`config.mk`:
```
export PLATFORM = sky130hd
export DESIGN_NAME = store_write_buffer
export DESIGN_NICKNAME = d
export VERILOG_FILES = /design/src/rtl/store_write_buffer.sv
export SDC_FILE = /design/constraint.sdc
export NUM_CORES = 1
export LEC_CHECK = 0
export CAP_MARGIN = 20
export CORE_MARGIN = 2
export CORE_UTILIZATION = 50
export DETAILED_ROUTE_END_ITERATION = 16
export PLACE_DENSITY_LB_ADDON = 0.08
export SYNTH_ARGS = -nofsm -noshare
export SYNTH_HDL_FRONTEND = slang
export SYNTH_SLANG_ARGS = --single-unit
```
`constraint.sdc`:
```
create_clock -name clk -period 4 [get_ports clk]
set_clock_uncertainty 0.15 [all_clocks]
set_input_delay 0.8 -clock clk [delete_from_list [all_inputs] [get_ports clk]]
set_output_delay 0.8 -clock clk [all_outputs]
set_load 0.05 [all_outputs]
```
`src/rtl/store_write_buffer.sv`:
```
// Store write buffer: narrows sb/sh/sw into word-aligned lane writes with byte enables,
// flags misaligned stores, and drains accepted stores in order over a req/ack bus.
module store_write_buffer #(
    parameter int unsigned DEPTH = 4
) (
    input  logic        clk,
    input  logic        reset,
    input  logic        st_valid,
    output logic        st_ready,
    input  logic [31:0] st_addr,
    input  logic [31:0] st_data,
    input  logic [1:0]  st_size,
    output logic        exc_valid,
    output logic [31:0] exc_addr,
    output logic        bus_req,
    input  logic        bus_ack,
    output logic [31:0] bus_addr,
    output logic [31:0] bus_wdata,
    output logic [3:0]  bus_be,
    output logic        empty
);

    localparam int unsigned PW = $clog2(DEPTH);
    localparam int unsigned CW = PW + 1;

    logic [29:0]   addr_mem [DEPTH];
    logic [31:0]   data_mem [DEPTH];
    logic [3:0]    be_mem   [DEPTH];

    logic [PW-1:0] wr_ptr_q, wr_ptr_d;
    logic [PW-1:0] rd_ptr_q, rd_ptr_d;
    logic [CW-1:0] count_q, count_d;
    logic          exc_valid_q;
    logic [31:0]   exc_addr_q;

    logic          full;
    logic          legal;
    logic          attempt;
    logic          push;
    logic          pop;
    logic [31:0]   new_wdata;
    logic [3:0]    new_be;

    // Alignment check and lane formation for the presented store
    always_comb begin
        legal     = 1'b0;
        new_wdata = st_data;
        new_be    = 4'b0000;
        case (st_size)
            2'b00: begin
                legal     = 1'b1;
                new_wdata = {4{st_data[7:0]}};
                new_be    = 4'b0001 << st_addr[1:0];
            end
            2'b01: begin
                legal     = ~st_addr[0];
                new_wdata = {2{st_data[15:0]}};
                new_be    = st_addr[1] ? 4'b1100 : 4'b0011;
            end
            2'b10: begin
                legal     = (st_addr[1:0] == 2'b00);
                new_wdata = st_data;
                new_be    = 4'b1111;
            end
            default: begin
                legal     = 1'b0;
                new_wdata = st_data;
                new_be    = 4'b0000;
            end
        endcase
    end

    assign full     = (count_q == CW'(DEPTH));
    assign st_ready = ~full;
    assign attempt  = st_valid & st_ready;
    assign push     = attempt & legal;
    assign pop      = bus_req & bus_ack;

    always_comb begin
        wr_ptr_d = wr_ptr_q;
        rd_ptr_d = rd_ptr_q;
        count_d  = count_q;
        if (push) begin
            wr_ptr_d = wr_ptr_q + PW'(1);
        end
        if (pop) begin
            rd_ptr_d = rd_ptr_q + PW'(1);
        end
        case ({push, pop})
            2'b10:   count_d = count_q + CW'(1);
            2'b01:   count_d = count_q - CW'(1);
            default: count_d = count_q;
        endcase
    end

    always_ff @(posedge clk) begin
        if (reset) begin
            wr_ptr_q    <= '0;
            rd_ptr_q    <= '0;
            count_q     <= '0;
            exc_valid_q <= 1'b0;
            exc_addr_q  <= '0;
        end else begin
            wr_ptr_q    <= wr_ptr_d;
            rd_ptr_q    <= rd_ptr_d;
            count_q     <= count_d;
            exc_valid_q <= attempt & ~legal;
            if (attempt & ~legal) begin
                exc_addr_q <= st_addr;
            end
        end
    end

    // Storage needs no reset: the head is only visible while count is non-zero
    always_ff @(posedge clk) begin
        if (push) begin
            addr_mem[wr_ptr_q] <= st_addr[31:2];
            data_mem[wr_ptr_q] <= new_wdata;
            be_mem[wr_ptr_q]   <= new_be;
        end
    end

    assign empty     = (count_q == '0);
    assign bus_req   = ~empty;
    assign bus_addr  = bus_req ? {addr_mem[rd_ptr_q], 2'b00} : 32'h0;
    assign bus_wdata = bus_req ? data_mem[rd_ptr_q] : 32'h0;
    assign bus_be    = bus_req ? be_mem[rd_ptr_q] : 4'h0;
    assign exc_valid = exc_valid_q;
    assign exc_addr  = exc_addr_q;

endmodule

```
# Yosys cells after proc, flatten, opt, wreduce, memory -nomap -nowiden
# Memories as Yosys holds them, arrays and structs flattened. A register that Yosys moved wholly into a read port is not among the register bits.
# Index checks and enable logic that the tools add are counted.
dict set report word_totals {
  ff_bits 40
  ram_bits 264
  in_bits 70
  output_inout_bits 104
  wordCells 46
  mem_count 3
}
# memory depth width read_ports rd_ports_with_merged_regs write_ports line_no
set memory_table {}
lappend memory_table {data_mem 4 32 1 1 1 27} ;# logic [31:0] data_mem [DEPTH];
lappend memory_table {addr_mem 4 30 1 1 1 26} ;# logic [29:0] addr_mem [DEPTH];
lappend memory_table {be_mem 4 4 1 1 1 28} ;# logic [3:0] be_mem [DEPTH];
dict set report classes {
  n_addsub 4
  n_eq_ne 5
  n_shift 1
  muxes 16
  bitwise 8
  n_reduce_logical 4
}
# operator count
set ops {}
lappend ops {{$mux 32} 2}
lappend ops {{$pmux 32 s2} 1}
lappend ops {{$mux 2} 6}
lappend ops {{$pmux 4 s3} 1}
lappend ops {{$mux 4} 2}
lappend ops {{$pmux 3 s2} 1}
lappend ops {{$add 2x1->2 const B} 2}
lappend ops {{$and 1x1->1} 4}
lappend ops {{$eq 2x1->1 const B} 2}
lappend ops {{$eq 2x2->1 const B} 2}
lappend ops {{$logic_not 2->1} 2}
lappend ops {{$not 1->1} 4}
lappend ops {{$shl 1x2->4 const A} 1}
lappend ops {{$add 3x1->3 const B} 1}
lappend ops {{$eq 3x3->1 const B} 1}
lappend ops {{$logic_not 3->1} 1}
lappend ops {{$pmux 1 s3} 1}
lappend ops {{$sub 3x1->3 const B} 1}
lappend ops {{$mux 1} 2}
lappend ops {{$reduce_bool 2->1} 1}

# Longest topological paths before layout
dict set report logic_depth {
  depth_word 6
  ltp_mapped 10
  mapped_depth_nobuf 9
}

# Worst setup path after synthesis
# No wires, ideal clock.
dict set report synth_path {
  path_type {input-to-reg}
  start {input st_size[1]}
  end {memory addr_mem[0][0], enable pin}
  setup_ns 0.431
  arrival_ns 3.093
  required_ns 3.419
  path_slack_ns 0.326
  stages 4
  path_buffers 1
  path_cell_list {buf_2 -> nor2_2 -> o311a_1 -> and2_1}
}
dict set report synth_via {
  elab_chain_len 5
  elab_cells_between_ends 7
  cone_classes {2 x eq/ne; 3 x mux; 1 x bitwise; 1 x reduce/logical}
}
# item line_no
set synth_lines {}
lappend synth_lines {{start: declaration} 12} ;# input logic [1:0] st_size,
lappend synth_lines {{$eq 2x2->1 (tied with other cells)} 49} ;# case (st_size)
lappend synth_lines {{$pmux 1 s3 (*)} 49}
lappend synth_lines {{$and 1x1->1 (*)} 76} ;# assign push = attempt & legal;
lappend synth_lines {{$mux 1 (*)} 116} ;# if (push) begin
lappend synth_lines {{$mux 1 (not written as such) (*)} 117} ;# addr_mem[wr_ptr_q] <= st_addr[31:2];
lappend synth_lines {{end: declaration} 26}
# Every way passes the cells marked *; elsewhere a longest branch is shown, timed or not.

==> qor.txt <==
Placer Congestion = 0.744
Routed WL per cell = 20.8 µm
antenna viol nets, final = 0
core area = 24300 µm²
Clock transition at path regs = 0.06 ns
crit path cell chain = buf_12 > mux4_2 > and2_1 > clkdlybuf4s50_1
GRT Overall Usage = 0.196
Setup crit start kind = register
Synth area leaders = edfxtp_1 (64%), mux4_2 (12%), dfxtp_1 (6.8%)
Final Max Slew Viols = 0
drt pass-1 iters = 7
fin crit period = 3.81 ns
H-tree levels = 1
setup ws final = 0.189 ns
gr ovfl total = 0
Design Power = 10.6 mW
CP delay by family, top = buffers and inverters
RSZ-0062 raised after global routing = false
Mapped Area = 12400 µm²
share of the synthesized area in the top cell type = 0.641
Tightest Hold Check Type = register to register
CP Capture Type = primary output
CTS max path bufs = 3
area post-placement = 14400 µm²
Post-Syn Instances = 676
clk_lat worst skew = 0.54 ns
Yosys cell types = 33
vias = 6492
Pleak = 5.08 nW
status = finished, final reports clean
Die Area = 26000 µm²
initial antenna violation count = 1
PwrDens = 684 nW/µm²
synthesis-stage register bit count = 306
Placed Cells incl. Taps = 1146
synthesized area per cell = 18.3 µm²
async set or reset register ratio after synthesis = 0
Arrival @ worst endpoint = 2.86 ns
Residual DRC = 0
Slew @ Worst Pin = 1.06 ns
I/O pin cnt = 174
Detailed Place HPWL = 14900 µm
Post-Route Setup TNS = 0 ns
Post-Layout Inst Area = 15500 µm²
Worst Path Buf+Inv = 2
clk root buf = clkbuf_16
slowest stage cell on the critical path = clkdlybuf4s50_1
die height = 161 µm
vias per std cell = 5.40
Final Core Density = 0.636
row cnt = 57
post-synth top area cell = edfxtp_1
Hold Buf Count CTS = 0
YS warnings = 0
WS Path Type = register to primary output
first-pass GRT wire length = 39400 µm
Crit path largest cell delay = 0.71 ns
Starting Density = 0.508
period utilization = 0.953
Iter 0 DRT Violations = 318
R2R cell count = 9
top cells by count, synth = edfxtp_1 (264), and2_1 (70), nand2b_1 (67)
Finished Layout Cells = 1202
share of cells above drive strength 1 = 0.182
clock sinks = 306
CTS tree = built
final setup fails = 0
Hold Crit Depth = 2
Worst Path Required = 3.05 ns
reg-to-reg startpoint = count_q[2]
Reg2Reg Setup Slack = 1.22 ns
Max Cap Violations = 0
Slew Limit Headroom = 0.296
largest net degree at the start of global routing = 76
Critical R2R Capture = count_q[2]
Hold Path End = exc_addr[22]
pre-CTS WS = 0.368 ns
crit-path max FO = 28
Fin. Hold Viols = 0
min-delay src = exc_addr[22]
area added between synthesis and finish = 25.1%
FMAX = 0.262 GHz
post-CTS resize count = 0
VDD IR max = 388 µV
number of global-route vias before repair = 6952
die width = 161 µm
Hold Worst Slack = 0.318 ns
nets@finish = 930
drt total wl = 25000 µm
dominant synthesized flop cell = edfxtp_1
Seq/Total Area, Yosys = 0.709
count leader, synth = edfxtp_1
postcts setup bufs = 0
# port buffers = 171
Ant. Diodes = 0
total CTS buffers = 30
EDFF count, synth = 264
logic make-up after synthesis:
kind of cell	Yosys count	share of synthesized area
adders and majority gates	6	0.00668
buffers and inverters	50	0.0215
AOI/OAI and AO/OA	22	0.0105
other	1	0.000303
xor gates and xnor gates	4	0.00283
and+or+nand+nor	161	0.0785
muxes	126	0.171
DFF	306	0.709
state kept, by name, summed over array words and instances, names as in the netlist, named ones only:
name / flops
be_mem: 16
rd_ptr_q: 2
count_q: 3
addr_mem: 120
wr_ptr_q: 2
exc_valid: 1
exc_addr: 32
data_mem: 128
worst reg2reg max path, delay by kind of cell (launching register included):
kind	cells	cell delay [ns]
xor gates and xnor gates	1	0.17
buffers and inverters	2	0.16
AOI/OAI and AO/OA	2	0.39
adders and majority gates	2	0.56
and+or+nand+nor	2	0.85
DFF	1	0.42
where the power goes:
group	internal, mW	switching (mW)	total, mW
combinational	1.48	2.44	3.91
clock	1.78	1.12	2.91
sequential	3.65	0.113	3.77
total	6.91	3.68	10.6
metal layers:
metal,GRT usage,part of all wire
met5,0,0.00044
met4,0.0406,0.016
met3,0.0357,0.051
met2,0.344,0.51
met1,0.260,0.43
worst max path at each step:
stage                           from              to  slack, ns  cells after the start
after floorplan           st_size[1]  addr_mem[0][0]       0.33                      4
after global placement    st_size[0]      count_q[2]       0.47                     10
after detailed placement  st_size[0]      count_q[2]       0.37                     10
after CTS                   register    bus_addr[19]       0.13                      4
after global routing        register    bus_addr[19]       0.05                      4
final                       register    bus_addr[17]       0.19                      4
final cells by class:
class,instances,area (µm²)
Clock buffer,43,881
Clock inverter,13,165
Fill cell,1745,8850
Inverter,9,33.8
Multi-Input combinational cell,321,3350
Sequential cell,306,8780
Tap cell,324,405
Timing Repair Buffer,186,1870
cells in the final DEF, fill, tap and decap left out, types with 9 or more instances in the layout:
cell type        count
clkbuf_16           31
mux2i_1             43
mux2_2              17
o21ai_0             11
nor2_1               9
inv_1                9
mux4_2              66
clkdlybuf4s50_1    169
dfxtp_1             40
nand2b_1            67
and2_1              66
buf_4               12
edfxtp_1           264
Note: power is estimated with default switching activity, not from simulation.
